--- src/rtl/parking_sensor_conditioner.sv ---
// Sensor front end for the parking controller: synchronises and debounces the raw
// sensors and mode switch, then issues arbitrated, spaced single-cycle event pulses.
module parking_sensor_conditioner #(
    parameter int DEBOUNCE_CYCLES = 4,
    parameter int HOLDOFF_CYCLES  = 2
) (
    input  logic       clk,
    input  logic       rst,
    input  logic       entry_raw,
    input  logic       exit_raw,
    input  logic [1:0] switch_raw,
    output logic       entry_pulse,
    output logic       exit_pulse,
    output logic [1:0] switch_out,
    output logic       entry_pending,
    output logic       exit_pending,
    output logic       overrun
);
    localparam int CW = $clog2(DEBOUNCE_CYCLES + 1);
    localparam int HW = $clog2(HOLDOFF_CYCLES + 1);
    localparam logic [CW-1:0] CNT_LAST  = CW'(DEBOUNCE_CYCLES - 1);
    localparam logic [HW-1:0] HOLD_LAST = HW'(HOLDOFF_CYCLES - 1);

    localparam logic [0:0] ST_IDLE = 1'b0;
    localparam logic [0:0] ST_HOLD = 1'b1;

    // Bit 3 = entry, bit 2 = exit, bits 1:0 = mode switch.
    logic [3:0]         raw_vec;
    logic [3:0]         sync1_q, sync2_q;
    logic [3:0]         stable_q, stable_d;
    logic [3:0][CW-1:0] cnt_q, cnt_d;
    logic [3:0]         rise_c;

    assign raw_vec = {entry_raw, exit_raw, switch_raw};

    genvar gi;
    generate
        for (gi = 0; gi < 4; gi++) begin : g_deb
            assign stable_d[gi] = (sync2_q[gi] != stable_q[gi]) && (cnt_q[gi] == CNT_LAST)
                                  ? sync2_q[gi] : stable_q[gi];
            assign cnt_d[gi]    = (sync2_q[gi] == stable_q[gi]) || (cnt_q[gi] == CNT_LAST)
                                  ? '0 : cnt_q[gi] + 1'b1;
            assign rise_c[gi]   = stable_d[gi] & ~stable_q[gi];
        end
    endgenerate

    logic          entry_rise, exit_rise;
    logic [0:0]    state_q, state_d;
    logic [HW-1:0] hold_cnt_q, hold_cnt_d;
    logic          entry_issue, exit_issue;
    logic          entry_pending_q, entry_pending_d;
    logic          exit_pending_q, exit_pending_d;
    logic          entry_pulse_q, exit_pulse_q, overrun_q, overrun_d;

    assign entry_rise = rise_c[3];
    assign exit_rise  = rise_c[2];

    // Exit wins a tie because it frees a slot in the controller.
    always_comb begin
        state_d     = state_q;
        hold_cnt_d  = hold_cnt_q;
        entry_issue = 1'b0;
        exit_issue  = 1'b0;
        case (state_q)
            ST_IDLE: begin
                if (exit_pending_q) begin
                    exit_issue = 1'b1;
                    state_d    = ST_HOLD;
                    hold_cnt_d = '0;
                end else if (entry_pending_q) begin
                    entry_issue = 1'b1;
                    state_d     = ST_HOLD;
                    hold_cnt_d  = '0;
                end
            end
            ST_HOLD: begin
                if (hold_cnt_q == HOLD_LAST) begin
                    state_d    = ST_IDLE;
                    hold_cnt_d = '0;
                end else begin
                    hold_cnt_d = hold_cnt_q + 1'b1;
                end
            end
            default: state_d = ST_IDLE;
        endcase
    end

    // A rise coinciding with issue re-arms the flag instead of counting as overrun.
    assign entry_pending_d = entry_rise | (entry_pending_q & ~entry_issue);
    assign exit_pending_d  = exit_rise  | (exit_pending_q  & ~exit_issue);
    assign overrun_d       = (entry_rise & entry_pending_q & ~entry_issue) |
                             (exit_rise  & exit_pending_q  & ~exit_issue);

    always_ff @(posedge clk) begin
        if (rst) begin
            sync1_q         <= '0;
            sync2_q         <= '0;
            stable_q        <= '0;
            cnt_q           <= '0;
            state_q         <= ST_IDLE;
            hold_cnt_q      <= '0;
            entry_pending_q <= 1'b0;
            exit_pending_q  <= 1'b0;
            entry_pulse_q   <= 1'b0;
            exit_pulse_q    <= 1'b0;
            overrun_q       <= 1'b0;
        end else begin
            sync1_q         <= raw_vec;
            sync2_q         <= sync1_q;
            stable_q        <= stable_d;
            cnt_q           <= cnt_d;
            state_q         <= state_d;
            hold_cnt_q      <= hold_cnt_d;
            entry_pending_q <= entry_pending_d;
            exit_pending_q  <= exit_pending_d;
            entry_pulse_q   <= entry_issue;
            exit_pulse_q    <= exit_issue;
            overrun_q       <= overrun_d;
        end
    end

    assign entry_pulse   = entry_pulse_q;
    assign exit_pulse    = exit_pulse_q;
    assign switch_out    = stable_q[1:0];
    assign entry_pending = entry_pending_q;
    assign exit_pending  = exit_pending_q;
    assign overrun       = overrun_q;
endmodule

--- config.mk ---
export PLATFORM = sky130hd
export DESIGN_NAME = parking_sensor_conditioner
export DESIGN_NICKNAME = d
export VERILOG_FILES = /design/src/rtl/parking_sensor_conditioner.sv
export SDC_FILE = /design/constraint.sdc
export NUM_CORES = 1
export LEC_CHECK = 0
export ABC_AREA = 1
export CORE_ASPECT_RATIO = 1.2
export CORE_MARGIN = 4
export CORE_UTILIZATION = 48
export DETAILED_ROUTE_END_ITERATION = 8
export HOLD_SLACK_MARGIN = 0.1
export MAX_ROUTING_LAYER = met4
export PLACE_DENSITY = 0.77
export SKIP_LAST_GASP = 1
export SLEW_MARGIN = 5
export SYNTH_ARGS = -nofsm -noshare
export SYNTH_HDL_FRONTEND = slang
export SYNTH_SLANG_ARGS = --single-unit
--- constraint.sdc ---
create_clock -name clk -period 1.1 [get_ports clk]
set_clock_uncertainty 0.05 [all_clocks]
set_input_delay 0.22 -clock clk [delete_from_list [all_inputs] [get_ports clk]]
set_output_delay 0.22 -clock clk [all_outputs]
set_load 0.005 [all_outputs]
==> results.json <==
{
  "outcome": "finished with violations",
  "violations": "negative setup slack",
  "slew-limit-headroom": 0.850,
  "yosysSeqAreaShare": 0.544,
  "fmax_mhz": 906,
  "stdcell_area_mm2": 0.00157,
  "wl_per_cell_um": 10.3,
  "dp_hpwl_um": 1360,
  "antennaDiodeCount": 0,
  "drive_gt1_frac": 0.388,
  "cp_top_family": "flip-flops",
  "holdPathStages": 3,
  "mappedNetlistNets": 156,
  "fin_ws_ns": -0.00376,
  "post-route-drc-count": 0,
  "yosysWarnings": 0,
  "start_kind": "flip-flop",
  "nets": 179,
  "clockRootBuffer": "clkbuf_4",
  "fillers": 200,
  "synth_area_mm2": 0.00118,
  "end_kind": "flip-flop",
  "crit_fanout": 3,
  "final-hold-violation-count": 0,
  "tightest_slew_ns": 0.222,
  "fin_crit_ns": 1.10,
  "p_leak_nw": 0.657,
  "grt_start_max_net_pins": 12,
  "cts-buffers-inserted": 5,
  "dieArea_mm2": 0.00332,
  "crit_top_cell": "ha_4",
  "synth_top_area_share": 0.544,
  "first_pass_iters": 4,
  "io_pins": 13,
  "cts_tree": "done",
  "reg2reg_depth": 6,
  "routed_wl_um": 2030,
  "power_density_mw_per_mm2": 1190,
  "coreArea_mm2": 0.00233,
  "reg2reg_slack_ns": -0.004,
  "grt_pass1_vias": 889,
  "portBuffers": 12,
  "rsz0062_at_grt": "yes",
  "synthTopCellsByArea": "dfxtp_1 54%, nor2_1 13%, ha_1 8.5%",
  "hp-class": "in2reg",
  "fin_hold_ws_ns": 0.354,
  "dr_total_vias": 918,
  "path_clk_slew_ns": 0.09,
  "htreeDepth": 2,
  "initial_core_util": 0.506,
  "critPathKind": "reg2reg",
  "critical_path_buf_inv_count": 0,
  "cp_slowest_cell": "dfxtp_2",
  "area.sequential_um2": 657,
  "vdd_drop_max_uv": 1070,
  "synth.distinct_cells": 13,
  "rows": 19,
  "grt_overflow_total": 0,
  "fp.dieH_um": 62.3,
  "drt_iter0_markers": 6,
  "p_total_mw": 1.87,
  "insertion_delay_ns": 0.33,
  "grt.total_usage": 0.145,
  "synth-seq-cells": 32,
  "syn_to_final_growth_pct": 33.0,
  "crit_arrival_ns": 1.32,
  "multi_input_area_um2": 583,
  "via_per_inst": 4.68,
  "period_share": 1.00,
  "ant_nets": 0,
  "crit_chain": "ha_4 -> ha_4 -> nand2_4 -> nor2_4 -> nand2_2 -> a21oi_2",
  "slew_viol_final": 0,
  "syn_avg_cell_area_um2": 8.30,
  "globalplace.congestion": 0.725,
  "die_x_um": 53.2,
  "finalSetupViolations": 1,
  "mostFrequentLayoutCells": "32 x nor2_1, 26 x inv_1, 21 x dfxtp_1, 10 x dfxtp_2, 9 x nand2_1",
  "synth_cells": 142,
  "synth_top_cell_by_area": "dfxtp_1",
  "antenna_found_initial": 0,
  "slowest_delay_ns": 0.36,
  "cts-hold-fix-buffers": 0,
  "path_depth": 6,
  "grt_pass1_wl_um": 3390,
  "drv_cap": 0,
  "clkSinkCount": 32,
  "clk_path_buf_depth": 2,
  "worstPathRequired_ns": 1.31,
  "placedInstanceArea_mm2": 0.00136,
  "final_common_cell": "nor2_1"
}
logic make-up after synthesis:
| logic type | count (synthesis) | synth area share |
|---|---|---|
| compound gates | 10 | 0.0552 |
| simple gates | 62 | 0.205 |
| fa+ha+maj | 8 | 0.0849 |
| flops | 32 | 0.544 |
| buf+inv | 30 | 0.111 |
flip-flops by register name, summed over array words and instances (netlist names):
signal         cells
cnt_q             12
entry_pending      1
entry_pulse        1
exit_pending       1
exit_pulse         1
hold_cnt_q         2
overrun            1
stable_q           4
state_q            1
sync1_q            4
sync2_q            4
per-layer routing:
| layer | share of wire | global-route usage | vias up |
|---|---|---|---|
| li1 | - | - | 467 |
| met5 | 0 | - | - |
| met1 | 0.39 | 0.134 | 430 |
| met4 | 0.022 | 0.0927 | 0 |
| met3 | 0.049 | 0.0718 | 5 |
| met2 | 0.54 | 0.229 | 16 |
synth_stat cells, drive strengths merged:
library cell / instances
a21oi: 8
buf: 4
dfxtp: 32
ha: 8
inv: 26
nand2: 17
nor2: 43
nor3: 1
nor4: 1
o21ai: 2
worst paths after layout:
kind / endpoint / start
max: overrun / cnt_q[6]
min: sync1_q[0] / switch_raw[0]
max reg2reg: overrun / cnt_q[6]
min reg2reg: sync2_q[2] / sync1_q[2]
report_power, final:
group / internal (mW) / total (mW) / leakage (nW) / switching [mW]
registers: 1.17 / 1.19 / 0.266 / 0.0132
clock network: 0.235 / 0.596 / 0.0281 / 0.361
logic: 0.0441 / 0.0846 / 0.363 / 0.0405
area by class of cell:
cell class | instances | area share
inverters | 26 | 0.0623
multi-input cells | 80 | 0.372
flip-flops and latches | 32 | 0.419
repair buffers | 20 | 0.0926
well taps | 31 | 0.0247
clock buffers | 6 | 0.0263
clock inverters | 1 | 0.00319
metrics by stage:
step                utilization  instances  setup TNS [ns]  setup slack (ns)
floorplan                     -        142               0            0.0113
global placement          0.582        188           -3.44            -0.185
detailed placement        0.582        188           -3.96            -0.214
CTS                       0.626        196         -0.0205           -0.0205
global route              0.673        196          -0.240           -0.0482
finish                    0.673        196        -0.00376          -0.00376
worst register-to-register path, stage by stage, from the launching register on:
cell and delay, ns:
dfxtp_2 0.36, ha_4 0.15, ha_4 0.15, nand2_4 0.06, nor2_4 0.10, nand2_2 0.06
a21oi_2 0.13
what timing repair did:
item,in CTS,in global routing
setup endpoints to repair,23,17
buffers inserted,1,0
gates resized for setup,54,26
pin swaps,13,21
Power figures use the tool's default switching activity.
